===== config.mk =====
export PLATFORM = sky130hd
export DESIGN_NAME = period_discriminator
export DESIGN_NICKNAME = d
export VERILOG_FILES = /design/src/rtl/period_discriminator.sv
export SDC_FILE = /design/constraint.sdc
export NUM_CORES = 1
export LEC_CHECK = 0
export CAP_MARGIN = 10
export CELL_PAD_IN_SITES_DETAIL_PLACEMENT = 1
export CELL_PAD_IN_SITES_GLOBAL_PLACEMENT = 1
export CORE_MARGIN = 2
export CORE_UTILIZATION = 28
export DETAILED_ROUTE_END_ITERATION = 16
export GPL_TIMING_DRIVEN = 0
export PLACE_DENSITY_LB_ADDON = 0.1
export SETUP_SLACK_MARGIN = 0.4
export SLEW_MARGIN = 10
export SYNTH_ARGS = -nofsm -noshare
export SYNTH_HDL_FRONTEND = slang
export SYNTH_SLANG_ARGS = --single-unit

===== constraint.sdc =====
create_clock -name clk -period 3.85 [get_ports clk]
set_input_delay 0.9625 -clock clk [delete_from_list [all_inputs] [get_ports clk]]
set_output_delay 0.9625 -clock clk [all_outputs]
set_load 0.01 [all_outputs]

===== src/rtl/period_discriminator.sv =====
// Carrier-loop period discriminator: measures input and NCO periods over 2^AVG_LOG2 cycles and emits delta = T_in - T_gen.
// Define PERIOD_DISC_SATURATE_EN to clamp delta to +/-DELTA_LIM (lock still judged on the unclamped value).
module period_discriminator #(
  parameter int                 W_N_MAX   = 7,
  parameter int                 AVG_LOG2  = 2,
  parameter logic signed [31:0] HYST      = 32'sd1_000_000,
  parameter int                 DELTA_LIM = 1024,
  parameter int                 LOCK_TOL  = 2
) (
  input  logic               clk,
  input  logic               reset_l,
  input  logic               clk_en,
  input  logic signed [31:0] signal_input,
  input  logic signed [31:0] signal_gen,
  output logic signed [31:0] delta,
  output logic               delta_valid,
  output logic               lock,
  output logic               timeout
);
  localparam int W_CNT  = W_N_MAX + AVG_LOG2 + 1;
  localparam int W_EDGE = AVG_LOG2 + 1;
  localparam logic [W_CNT-1:0]   CNT_MAX   = '1;
  localparam logic [W_EDGE-1:0]  EDGE_LAST = W_EDGE'(1 << AVG_LOG2);
  localparam logic [W_CNT:0]     TOL       = (W_CNT+1)'(LOCK_TOL);
  localparam logic signed [31:0] HYST_NEG  = -HYST;
  localparam logic signed [31:0] LIM_POS   = 32'(DELTA_LIM);
  localparam logic signed [31:0] LIM_NEG   = -LIM_POS;
`ifdef PERIOD_DISC_SATURATE_EN
  localparam bit SAT_EN = 1'b1;
`else
  localparam bit SAT_EN = 1'b0;
`endif

  typedef enum logic [1:0] {ST_ARM, ST_MEAS, ST_EMIT} state_t;
  state_t state_q, state_d;

  // Channel index 0 is the sampled input, index 1 is the NCO.
  logic [1:0][31:0]       samples;
  logic [1:0]             lvl_q, lvl_d, lvl_d1_q, rise;
  logic [1:0]             started_q, started_d, done_q, done_d;
  logic [1:0][W_CNT-1:0]  cnt_q, cnt_d, t_q, t_d;
  logic [1:0][W_EDGE-1:0] edge_q, edge_d;

  logic emit, tmo, tmo_hit;
  logic signed [W_CNT:0] raw;
  logic [W_CNT:0]        raw_abs;
  logic                  in_tol;
  logic signed [31:0]    raw_ext, sat, delta_d;
  logic signed [31:0]    delta_q;
  logic                  delta_valid_q, timeout_q, lock_q;
  logic [1:0]            lock_cnt_q;

  assign samples = {signal_gen, signal_input};
  assign rise    = lvl_q & ~lvl_d1_q;

  always_comb begin
    lvl_d     = lvl_q;
    started_d = started_q;
    done_d    = done_q;
    cnt_d     = cnt_q;
    t_d       = t_q;
    edge_d    = edge_q;
    for (int ch = 0; ch < 2; ch++) begin
      if ($signed(samples[ch]) >= HYST)          lvl_d[ch] = 1'b1;
      else if ($signed(samples[ch]) <= HYST_NEG) lvl_d[ch] = 1'b0;
      if (state_q == ST_ARM) begin
        started_d[ch] = 1'b0;
        done_d[ch]    = 1'b0;
        cnt_d[ch]     = '0;
        edge_d[ch]    = '0;
      end else if (state_q == ST_MEAS) begin
        if (!started_q[ch]) begin
          started_d[ch] = rise[ch];
        end else begin
          // Counter keeps running after done so a stalled partner channel still times out.
          if (cnt_q[ch] != CNT_MAX) cnt_d[ch] = cnt_q[ch] + 1'b1;
          if (rise[ch] && !done_q[ch]) begin
            edge_d[ch] = edge_q[ch] + 1'b1;
            if (edge_d[ch] == EDGE_LAST) begin
              done_d[ch] = 1'b1;
              t_d[ch]    = cnt_q[ch] + 1'b1;
            end
          end
        end
      end
    end
  end

  assign tmo_hit = (started_q[0] && cnt_d[0] == CNT_MAX) ||
                   (started_q[1] && cnt_d[1] == CNT_MAX);

  always_comb begin
    state_d = state_q;
    emit    = 1'b0;
    tmo     = 1'b0;
    unique case (state_q)
      ST_ARM:  state_d = ST_MEAS;
      ST_MEAS: begin
        if (&done_q) begin
          state_d = ST_EMIT;
        end else if (tmo_hit && !(&done_d)) begin
          state_d = ST_ARM;
          tmo     = 1'b1;
        end
      end
      ST_EMIT: begin
        state_d = ST_ARM;
        emit    = 1'b1;
      end
      default: state_d = ST_ARM;
    endcase
  end

  assign raw     = $signed({1'b0, t_q[0]}) - $signed({1'b0, t_q[1]});
  assign raw_ext = {{(31-W_CNT){raw[W_CNT]}}, raw};
  assign raw_abs = raw[W_CNT] ? -raw : raw;
  assign in_tol  = (raw_abs <= TOL);
  assign sat     = (raw_ext > LIM_POS) ? LIM_POS : ((raw_ext < LIM_NEG) ? LIM_NEG : raw_ext);
  assign delta_d = SAT_EN ? sat : raw_ext;

  always_ff @(posedge clk or negedge reset_l) begin
    if (!reset_l) begin
      state_q       <= ST_ARM;
      lvl_q         <= '0;
      lvl_d1_q      <= '0;
      started_q     <= '0;
      done_q        <= '0;
      cnt_q         <= '0;
      t_q           <= '0;
      edge_q        <= '0;
      delta_q       <= '0;
      delta_valid_q <= 1'b0;
      timeout_q     <= 1'b0;
      lock_q        <= 1'b0;
      lock_cnt_q    <= '0;
    end else begin
      // Pulses clear on the next clock even while clk_en is low.
      delta_valid_q <= clk_en & emit;
      timeout_q     <= clk_en & tmo;
      if (clk_en) begin
        state_q   <= state_d;
        lvl_q     <= lvl_d;
        lvl_d1_q  <= lvl_q;
        started_q <= started_d;
        done_q    <= done_d;
        cnt_q     <= cnt_d;
        t_q       <= t_d;
        edge_q    <= edge_d;
        if (emit) begin
          delta_q <= delta_d;
          if (in_tol) begin
            if (lock_cnt_q == 2'd3) lock_q <= 1'b1;
            else                    lock_cnt_q <= lock_cnt_q + 2'd1;
          end else begin
            lock_cnt_q <= '0;
            lock_q     <= 1'b0;
          end
        end
        if (tmo) begin
          lock_cnt_q <= '0;
          lock_q     <= 1'b0;
        end
      end
    end
  end

  assign delta       = delta_q;
  assign delta_valid = delta_valid_q;
  assign lock        = lock_q;
  assign timeout     = timeout_q;
endmodule


==> flow_summary_export.csv <==
group,metric,value,unit
outcome,status,"finished clean",
min_path,hp-class,"reg -> reg",
timing,max_slew.worst_pin.slew,0.6634,ns
logic_synthesis,synthCells,607,
power_and_ir_drop,peakVddDrop,0.0003070,V
run,cap_violations,0,
worst_setup_path,path_class,"reg -> reg",
power_and_ir_drop,p_clk_share,24.0,%
floorplanning,coreArea,18640,µm²
drt,wl_per_cell,16.65,µm
floorplanning,rows,50,
logic_synthesis,avgSynthCellArea,8.713,µm²
power_and_ir_drop,p_sw_share,39.15,%
placement,routabilityCongestion,0.8464,
floorplanning,ioPinCount,102,
logic_synthesis,ys_seq_area_share,34.07,%
cts,insertion_delay,0.35,ns
cts,holdBufCountCts,0,
timing,setup_violations,0,
finish,final_cell_mix,"clkdlybuf4s50_1 (100), dfrtp_1 (71), nand2_1 (61)",
cts,clockBufferDepth,2,
timing,max_freq,0.2951,GHz
logic_synthesis,async_flop_share,100.0,%
timing,min_period,3.389,ns
grt,grt_pass1_vias,5332,
timing,max_slew_margin,55.77,%
finish,final_common_cell,"clkdlybuf4s50_1",
timing,rsz0062_at_grt,"yes",
logic_synthesis,ys_ff_latch,72,
cts,cts.clk_slew.worst_paths,0.06,ns
finish,final_core_util,38.27,%
floorplanning,die_w,141.4,µm
logic_synthesis,synth-edff-count,0,
timing,finClkSkew,0.009594,ns
finish,drive_above_1_share,16.28,%
worst_setup_path,worst_ep_arrival_time,3.61,ns
timing,period_share,88.02,%
logic_synthesis,yosys_warnings,0,
worst_setup_path,path_max_fanout,4,
finish,n_antenna_cell,0,
finish,syn2layout_area_growth,34.89,%
grt,grt_max_degree,43,
timing,final_max_slew_viol_count,0,
logic_synthesis,synth_ff_type,"dfrtp_1",
grt,antenna_found_initial,0,
logic_synthesis,syn-cell-area,5289,µm²
grt,grtUsageTotal,16.67,%
placement,numPortBuffers,101,
worst_setup_path,cp-end-kind,"register",
cts,cts_tree,"built",
finish,fin_nets,813,
drt,drt-total-wl,16070,µm
grt,grt_pass1_wl,26790,µm
worst_setup_path,crit_required,4.07,ns
logic_synthesis,synthDistinctLibCells,80,
cts,root_buffer,"clkbuf_16",
logic_synthesis,synth_top_area_share,34.07,%
timing,setup_tns,0,ns
grt,gr-total-overflow,0,
timing,hold_viol_final,0,
finish,instances_no_fill,965,
power_and_ir_drop,p_int,2.239,mW
logic_synthesis,synth_area_leaders,"dfrtp_1 (34%), o21ai_0 (4.5%), ha_1 (4.5%)",
drt,first_iter_violations,214,
floorplanning,die_h,141.4,µm
drt,vias_per_cell,5.199,
power_and_ir_drop,p_seq_share,26.5,%
floorplanning,start_util,28.37,%
power_and_ir_drop,power.static_leakage,2.914,nW
floorplanning,die_area,20000,µm²
logic_synthesis,yosys.area.top_type,"dfrtp_1",
power_and_ir_drop,powerDensity,515.8,nW/µm²
power_and_ir_drop,switchingPower,1.440,mW
drt,drtPass1Iterations,4,
cts,htree_levels,3,
power_and_ir_drop,power.total,3.680,mW
logic_synthesis,synth_nets,694,
drt,vias,5017,
placement,placed_cells,943,
power_and_ir_drop,combPwrFrac,49.5,%
cts,cts_buffers,9,
worst_setup_path,cp-start-kind,"register",
drt,ant_nets,0,
placement,dp_hpwl,12870,µm
cts,clock_sinks,72,
drt,drc_errors,0,
## final timing paths
kind	start	cells after the start	end	slack [ns]
setup / recovery	t_q[10]	12	lock_cnt_q[1]	0.46
hold / removal	delta[8]	2	delta[8]	0.47
setup reg to reg	t_q[10]	12	lock_cnt_q[1]	0.46
hold reg to reg	delta[8]	2	delta[8]	0.47
max in group asynchronous	reset_l	2	lvl_q[0]	2.73
min in group asynchronous	reset_l	1	delta[0]	0.55
## flip-flops by register name (all words and copies together), names as in the netlist
register	count
lvl_d1_q	2
lvl_q	2
timeout	1
state_q	2
started_q	2
done_q	2
delta	11
lock	1
edge_q	6
lock_cnt_q	2
cnt_q	20
t_q	20
delta_valid	1
## metrics by stage
step                worst slack, ns  hold WS [ns]  area [µm²]
global placement            -0.8606        0.4603        6593
finish                       0.4611        0.4723        7134
CTS                          0.4223        0.4823        6982
floorplan                    0.8619        0.4498        5289
detailed placement           0.2949        0.4689        6618
global route                 0.3741        0.5020        7134
## layout make-up
class,count,area [µm²]
fill,2178,11510
timing repair buffer,108,1081
clock buffer,10,239.0
tap,234,292.8
clock inverter,6,72.57
sequential,72,1803
multi-input combinational,458,3238
buffer,50,306.5
inverter,27,101.3
## metal layers
metal / up-vias / wire (µm) / track usage, %
met5: - / 0 / 0
met4: 0 / 390 / 6.632
met3: 25 / 607 / 3.307
met2: 108 / 8019 / 29.61
met1: 2413 / 7049 / 19.75
li1: 2471 / - / -
## critical path, cell delays in order (launching register included)
cell and delay, ns:
dfrtp_2 0.45, ha_4 0.19, fa_2 0.39, buf_4 0.16
xor2_2 0.15, and4_1 0.21, mux2_4 0.16, nand4_1 0.16
or4_1 0.58, a32oi_2 0.32, a311oi_4 0.09, a41oi_1 0.28
o31ai_2 0.11
## cell usage after synthesis (all sizes together), types with 6 or more instances
cell	count
a21oi	36
a22o	12
a31oi	7
and2	6
and3	12
and4	9
buf	37
clkbuf	13
dfrtp	72
ha	19
inv	26
mux2	11
nand2	62
nand3	22
nand4	23
nor2	37
nor3	14
nor4	14
o21ai	48
o31ai	7
xnor2	11
xor2	15
## power by group through the flow
stage	Combinational, mW	Sequential (mW)	Clock, mW
3_3_place_gp	1.47	0.981	0
5_1_grt	2.00	0.993	0.942
2_1_floorplan	1.06	0.958	0
3_5_place_dp	1.53	0.987	0
6_report	1.82	0.974	0.884
4_1_cts	1.66	0.973	0.917
## cells by family (layout without fill, tap and decap cells)
logic type | count (synthesis) | count (layout) | share of synthesized area, %
flip-flops | 72 | 72 | 34.07
AO/OA/AOI/OAI | 163 | 163 | 21.39
AND/OR/NAND/NOR | 236 | 236 | 24.75
buffers and inverters | 77 | 201 | 7.688
XOR/XNOR | 26 | 26 | 4.448
adder cells (fa/ha/maj) | 20 | 20 | 4.873
multiplexers | 13 | 13 | 2.792
## repair_timing
| action | CTS | global route |
|---|---|---|
| pin swaps | 3 | 13 |
| setup endpoints to repair | 3 | 2 |
| resized for setup | 8 | 21 |
| gates cloned | 0 | 0 |
| setup buffers | 2 | 4 |
(Power assumes the default switching activity.)
